[src/rtl/cory_debounce_pkg.sv]
// Shared constants for the debounce slice.
// Synchronizer depth bounds and the clamp used by cory_sync.
package cory_debounce_pkg;

  localparam int N_SYNC_MIN = 2;
  localparam int N_SYNC_MAX = 4;

  function automatic int sync_depth(input int n);
    if (n < N_SYNC_MIN) return N_SYNC_MIN;
    if (n > N_SYNC_MAX) return N_SYNC_MAX;
    return n;
  endfunction

endpackage

[src/rtl/cory_sync.sv]
// Plain flop-chain synchronizer for an asynchronous level.
// Depth is N_SYNC, held inside the 2..4 range.
module cory_sync
  import cory_debounce_pkg::*;
#(
  parameter int N_SYNC = 2
) (
  input  logic clk,
  input  logic reset,
  input  logic i_a,
  output logic o_z
);

  localparam int DEPTH = sync_depth(N_SYNC);

  logic [DEPTH-1:0] q;

  always_ff @(posedge clk) begin
    if (reset) q <= '0;
    else       q <= {q[DEPTH-2:0], i_a};
  end

  assign o_z = q[DEPTH-1];

endmodule

[src/rtl/cory_debounce.sv]
// Synchronize then qualify a level for i_period+1 cycles.
// o_z and o_busy are raw state bits, so they never glitch.
module cory_debounce
  import cory_debounce_pkg::*;
#(
  parameter int N_SYNC = 2,
  parameter int CNT_W  = 16
) (
  input  logic             clk,
  input  logic             reset,
  input  logic             i_a,
  input  logic [CNT_W-1:0] i_period,
  output logic             o_z,
  output logic             o_busy,
  output logic             o_glitch
);

  // bit1 = debounced level, bit0 = qualifying
  typedef enum logic [1:0] {
    LO    = 2'b00,
    LO2HI = 2'b01,
    HI    = 2'b10,
    HI2LO = 2'b11
  } state_t;

  state_t           state, state_n;
  logic [CNT_W-1:0] cnt, cnt_n;
  logic             glitch_q, glitch_n;
  logic             s;

  cory_sync #(
    .N_SYNC(N_SYNC)
  ) u_sync (
    .clk  (clk),
    .reset(reset),
    .i_a  (i_a),
    .o_z  (s)
  );

  always_ff @(posedge clk) begin
    if (reset) begin
      state    <= LO;
      cnt      <= '0;
      glitch_q <= 1'b0;
    end else begin
      state    <= state_n;
      cnt      <= cnt_n;
      glitch_q <= glitch_n;
    end
  end

  always_comb begin
    state_n  = state;
    cnt_n    = cnt;
    glitch_n = 1'b0;
    unique case (state)
      LO: begin
        if (s) begin
          state_n = LO2HI;
          cnt_n   = '0;
        end
      end
      LO2HI: begin
        if (!s) begin
          state_n  = LO;
          cnt_n    = '0;
          glitch_n = 1'b1;
        end else if (cnt >= i_period) begin
          state_n = HI;
          cnt_n   = '0;
        end else begin
          cnt_n = cnt + 1'b1;
        end
      end
      HI: begin
        if (!s) begin
          state_n = HI2LO;
          cnt_n   = '0;
        end
      end
      HI2LO: begin
        if (s) begin
          state_n  = HI;
          cnt_n    = '0;
          glitch_n = 1'b1;
        end else if (cnt >= i_period) begin
          state_n = LO;
          cnt_n   = '0;
        end else begin
          cnt_n = cnt + 1'b1;
        end
      end
    endcase
  end

  assign o_z      = state[1];
  assign o_busy   = state[0];
  assign o_glitch = glitch_q;

endmodule

[config.mk]
export PLATFORM = sky130hd
export DESIGN_NAME = cory_debounce
export DESIGN_NICKNAME = d
export VERILOG_FILES = /design/src/rtl/cory_debounce_pkg.sv /design/src/rtl/cory_sync.sv /design/src/rtl/cory_debounce.sv
export SDC_FILE = /design/constraint.sdc
export NUM_CORES = 1
export LEC_CHECK = 0
export ABC_AREA = 1
export BUFFER_PORTS_ARGS = -buffer_cell sky130_fd_sc_hd__buf_2
export CAP_MARGIN = 40
export CORE_MARGIN = 5
export CORE_UTILIZATION = 45
export CTS_CLUSTER_DIAMETER = 150
export DETAILED_ROUTE_END_ITERATION = 8
export HOLD_SLACK_MARGIN = 0.12
export PLACE_DENSITY = 0.65
export SLEW_MARGIN = 0
export SYNTH_ARGS = -nofsm -noshare
export SYNTH_HDL_FRONTEND = slang
export SYNTH_HIERARCHICAL = 1
export SYNTH_SLANG_ARGS = --single-unit
export TNS_END_PERCENT = 30
[constraint.sdc]
create_clock -name clk -period 3.3 [get_ports clk]
set_input_delay 0.33 -clock clk [delete_from_list [all_inputs] [get_ports clk]]
set_output_delay 0.33 -clock clk [all_outputs]
set_load 0.02 [all_outputs]
# Word-level counts from Yosys, hierarchy flattened
# Index checks and enable logic that the tools add are counted.
# W data, S select, Z words.
dict set report totals {
  ff_bits 21
  latch_bits 0
  ram_bits 0
  mem_bits_ro 0
  input_bits 19
  out_inout_bits 3
  wordCells 32
  n_memories 0
}
dict set report op_classes {
  addsub 1
  mul 0
  div_mod_pow 0
  order_cmp 1
  eq_ne 7
  shift 0
  mux 16
  n_bitwise 0
  n_reduce_logical 3
}
# cell count
set op_table {}
lappend op_table {{$mux W16} 5}
lappend op_table {{$pmux W16 S4} 1}
lappend op_table {{$add A16 B1 Y16 const B} 1}
lappend op_table {{$ge A16 B16 Y1} 1}
lappend op_table {{$mux W2} 6}
lappend op_table {{$pmux W2 S4} 1}
lappend op_table {{$eq A2 B2 Y1 const B} 2}
lappend op_table {{$reduce_and A4 Y1} 1}
lappend op_table {{$ne A3 B2 Y1 const B} 1}
lappend op_table {{$ne A3 B3 Y1 const B} 1}
lappend op_table {{$eq A2 B1 Y1 const B} 1}
lappend op_table {{$logic_not A2 Y1} 1}
lappend op_table {{$mux W1} 2}
lappend op_table {{$ne A2 B1 Y1 const B} 1}
lappend op_table {{$ne A2 B2 Y1 const B} 1}
lappend op_table {{$pmux W1 S2} 1}
lappend op_table {{$reduce_and A2 Y1} 1}

# Longest topological paths before layout
dict set report logic_depth {
  word_depth 4
  ltp_mapped 14
  mapped_depth_nobuf 14
}

# Modules after synthesis
# Netlist, hierarchy kept.
# module n_inst cells_each area_each_um2 seq_area_each_um2
set by_module_without_submodules {}
lappend by_module_without_submodules {cory_debounce 1 231 1452.6 380.4}
lappend by_module_without_submodules {cory_sync 1 6 55.1 40.0}

# Worst setup path before layout
# Ideal clock, no wire load.
dict set report synth_timing {
  path_type {register to register}
  startpoint {register state[0]}
  endpoint {register (tool-made name)}
  setup_time_ns 0.115
  t_arrival_ns 1.517
  required_ns 3.185
  path_slack_ns 1.668
  path_stages_with_launch 10
  path_buffers 1
  period_less_slack_ns 1.632
  path_cell_list {dfxtp_1 inv_1 or2_1 nor2_1 nand2_1 nor2_4 nand2_2 buf_6 a21oi_1 nor2_1}
}
# element line
set synth_rtl {}
lappend synth_rtl {{start, declared} cory_debounce.sv:26} ;# state_t state, state_n;
lappend synth_rtl {{start signal, assigned} cory_debounce.sv:46} ;# state <= state_n;

# Worst setup path after layout
dict set report layout_timing {
  startpoint {register cnt[4]}
  endpoint {register cnt[13]}
}
dict set report layout_via {
  elab_chain_cells 4
  word_cells_on_any_way 6
  cone_classes {add/sub: 1; order compare: 1; mux: 4}
}
# element line
set layout_rtl {}
lappend layout_rtl {{start, declared} cory_debounce.sv:27} ;# logic [CNT_W-1:0] cnt, cnt_n;
lappend layout_rtl {{start signal, assigned} cory_debounce.sv:47} ;# cnt <= cnt_n;
lappend layout_rtl {{$add A16 B1 Y16 or $ge A16 B16 Y1 (tied branches)} n/a}
lappend layout_rtl {{$mux W16 *} {cory_debounce.sv:68, cory_debounce.sv:86}}
lappend layout_rtl {{$mux W16, on equally long branches} {cory_debounce.sv:82, cory_debounce.sv:64}}
lappend layout_rtl {{$pmux W16 S4 *} cory_debounce.sv:56} ;# unique case (state)
# Every way passes the cells marked *; elsewhere a longest branch is shown, timed or not.
# A chain may end at the register's enable or synchronous reset.

==> results.md <==
* Floorplan die area at 4608 sq um
* Number of port buffers at 21
* Register area at 420.4 sq um
* RD Place Congestion at 0.8085
* DP Area at 1655 sq um
* Antenna Nets Post-Route at 0
* Iteration-0 DRC Markers at 66
* Row Count at 21
* N_diodes at 0
* DRC violation count after routing at 0
* Arrival time of the worst setup path at 2.17 ns
* Total clock sinks at 21
* Total power after layout at 477.8 uW
* # resized after CTS at 0
* Area taken by multi-input logic gates at 907.1 sq um
* Leak pwr at 0.8080 nW
* Layout area overhead at 11.78%
* Number of buffers inserted for hold repair after clock tree synthesis at 0
* Most common cell after layout, fill and taps aside: sky130_fd_sc_hd__nand2_1
* H-tree Lvls at 1
* Final Hold Viols at 0
* Final setup slack of the worst path at 1.399 ns
* First-pass detailed-route iteration total at 4
* Remaining global-route overflow at 0
* Maximum fanout along the worst path at 12
* Overall via count from detail_route at 1441
* Synth top area cells: sky130_fd_sc_hd__dfxtp_1 28%, sky130_fd_sc_hd__nand2_1 15%, sky130_fd_sc_hd__ha_1 14%
* Max Cap Viol at 0
* Post-layout nets at 297
* CTS buffer count at 3
* Worst vdd ir at 248.9 uV
* Synth Net Count at 273
* Global-route usage over all layers at 15.43%
* Cell area after layout at 1685 sq um
* Power density over the cells at 283.5 nW/um^2
* Post-placement worst setup slack at 1.391 ns
* Cell accounting for the most synthesized area: sky130_fd_sc_hd__dfxtp_1
* Fraction of the cycle the final worst path needs at 57.61%
* Post-CTS setup buffers at 0
* Non-Filler Instances at 306
* Placed instance count at 302
* Total of warnings raised by yosys at 6
* Share of Yosys cell area claimed by the top area cell type at 27.88%
* Final Routed Wirelength at 2965 um
* Startpoint type of the worst setup path: register
* Post-DR vias/cell at 4.709
* Clock tree from TritonCTS: yes
* Via count of the first global-routing pass at 1352
* Share of the yosys chip area belonging to registers at 27.88%
* Clock Skews at 0.007338 ns
* Hold slack at 0.2039 ns
* RSZ-0062 raised after global routing: no
* Maximum number of pins on one net before global-route repair at 14
* Clock Tree Root: sky130_fd_sc_hd__clkbuf_4
* Kind of critical path: register to register
* Clock network latency to the later pin of the worst-skew pair at 0.32 ns
* Setup-failing EPs final at 0
* Yosys reg bits at 21
* Routed length per instance at 9.690 um
* Share of final-layout standard cells stronger than drive strength 1 at 11.92%
* Initial Utilization at 45.90%
* Sum Neg Setup Slack at 0 ns
* Clock slew seen by the registers of the worst setup and hold paths at 0.13 ns
* Run status: completed
* Worst hold path type: input pin to register
* Number of top-level pins at 22
* Area of the core region at 3284 sq um
* Commonest cells after routing, fill and taps aside: 62 x sky130_fd_sc_hd__nand2_1, 43 x sky130_fd_sc_hd__inv_1, 25 x sky130_fd_sc_hd__nor2_1, 21 x sky130_fd_sc_hd__dfxtp_1, 21 x sky130_fd_sc_hd__buf_2
* Number of library cell types mapped by synthesis at 22
* Die outline width at 67.88 um
* Initial antenna violation count at 0
* Syn Area/Cell at 6.362 sq um
* Post-Syn Instances at 237
* Worst Setup End Kind: register
* Detailed placer's ending HPWL at 2343 um
* Max-Slew Margin vs Limit at 58.48%
* Number of pins with negative max-slew slack in the final report at 0
* Worst path required time at 3.57 ns
* Layout Utilization at 51.31%
* Slew at the pin closest to its max-slew limit at 0.6205 ns
* Fillers at 361
* Height of the die at 67.88 um
* Post-synthesis instance area at 1508 sq um
* Time the worst path needs with I/O delays and setup at 1.901 ns
* Achievable Freq at 526.0 MHz
* Global-route wire length before repair at 5554 um
* Deepest clock path buffer count at 2
cells by family after synthesis:
logic type / Yosys count / share of synthesized area (%)
compound gates: 30 / 10.46
flops: 21 / 27.88
buf+inv: 46 / 11.95
simple gates: 121 / 34.44
xor+xnor: 2 / 1.162
fa+ha+maj: 17 / 14.11
metal layers:
| layer | track usage (%) | up-vias | part of all wire [%] |
|---|---|---|---|
| li1 | - | 803 | - |
| met2 | 24.18 | 29 | 43 |
| met5 | 0 | - | 0 |
| met1 | 20.68 | 603 | 51 |
| met4 | 5.211 | 0 | 1.8 |
| met3 | 3.777 | 6 | 4.5 |
Yosys cell counts:
library cell                n
sky130_fd_sc_hd__nor2_4     1
sky130_fd_sc_hd__nand2_2    1
sky130_fd_sc_hd__ha_1      17
sky130_fd_sc_hd__xor2_1     2
sky130_fd_sc_hd__nor2_1    25
sky130_fd_sc_hd__or2_2      4
sky130_fd_sc_hd__a21oi_1   15
sky130_fd_sc_hd__buf_6      1
sky130_fd_sc_hd__or2_1      1
sky130_fd_sc_hd__nand3b_1   2
sky130_fd_sc_hd__nor3_1     5
sky130_fd_sc_hd__clkinv_1   1
sky130_fd_sc_hd__o21ai_0    7
sky130_fd_sc_hd__nand4_1    3
sky130_fd_sc_hd__o211ai_1   1
sky130_fd_sc_hd__dfxtp_1   21
sky130_fd_sc_hd__nand2_1   62
sky130_fd_sc_hd__o21ai_1    3
sky130_fd_sc_hd__o22ai_1    4
sky130_fd_sc_hd__clkbuf_1   1
sky130_fd_sc_hd__inv_1     43
sky130_fd_sc_hd__nand3_1   17
final timing paths:
| kind | startpoint | endpoint | slack (ns) | cells past startpoint |
|---|---|---|---|---|
| hold / removal | i_a | u_sync/q[0]$_SDFF_PP0_ | 0.20 | 3 |
| setup reg to reg | cnt[4]$_SDFFE_PP0P_ | cnt[13]$_SDFFE_PP0P_ | 1.40 | 12 |
| hold reg to reg | u_sync/q[0]$_SDFF_PP0_ | u_sync/q[1]$_SDFF_PP0_ | 0.41 | 2 |
| setup / recovery | cnt[4]$_SDFFE_PP0P_ | cnt[13]$_SDFFE_PP0P_ | 1.40 | 12 |
power by group:
group | leakage [nW] | internal, mW | switching (mW) | total, mW
sequential | 0.170 | 0.259 | 0.00491 | 0.264
clock | 0.0139 | 0.0463 | 0.0878 | 0.134
combinational | 0.624 | 0.0278 | 0.0516 | 0.0794
total | 0.808 | 0.334 | 0.144 | 0.478
registers in the layout (all words and copies together) (netlist names), named ones only:
signal	flops
state	1
u_sync/q	2
o_glitch	1
cnt	16
worst max-delay path, stage by stage, from the launching register on:
cell and delay [ns]:
sky130_fd_sc_hd__dfxtp_1 0.47, sky130_fd_sc_hd__ha_1 0.28, sky130_fd_sc_hd__nand2_1 0.06, sky130_fd_sc_hd__inv_1 0.03, sky130_fd_sc_hd__nand2_1 0.07, sky130_fd_sc_hd__nor2_1 0.05, sky130_fd_sc_hd__nor2_1 0.08, sky130_fd_sc_hd__nand2_1 0.08
sky130_fd_sc_hd__nand2_1 0.24, sky130_fd_sc_hd__nand2_2 0.22, sky130_fd_sc_hd__nor2_1 0.12, sky130_fd_sc_hd__o21ai_0 0.09, sky130_fd_sc_hd__nand2_1 0.06
layout make-up:
type / instances / share of cell area (%)
clock buffer: 3 / 1.336
clock inverter: 1 / 0.4454
inverter: 44 / 9.800
multi-input combinational: 170 / 53.82
sequential: 21 / 24.94
tap: 46 / 3.415
timing repair buffer: 21 / 6.236
(Power assumes the default switching activity.)
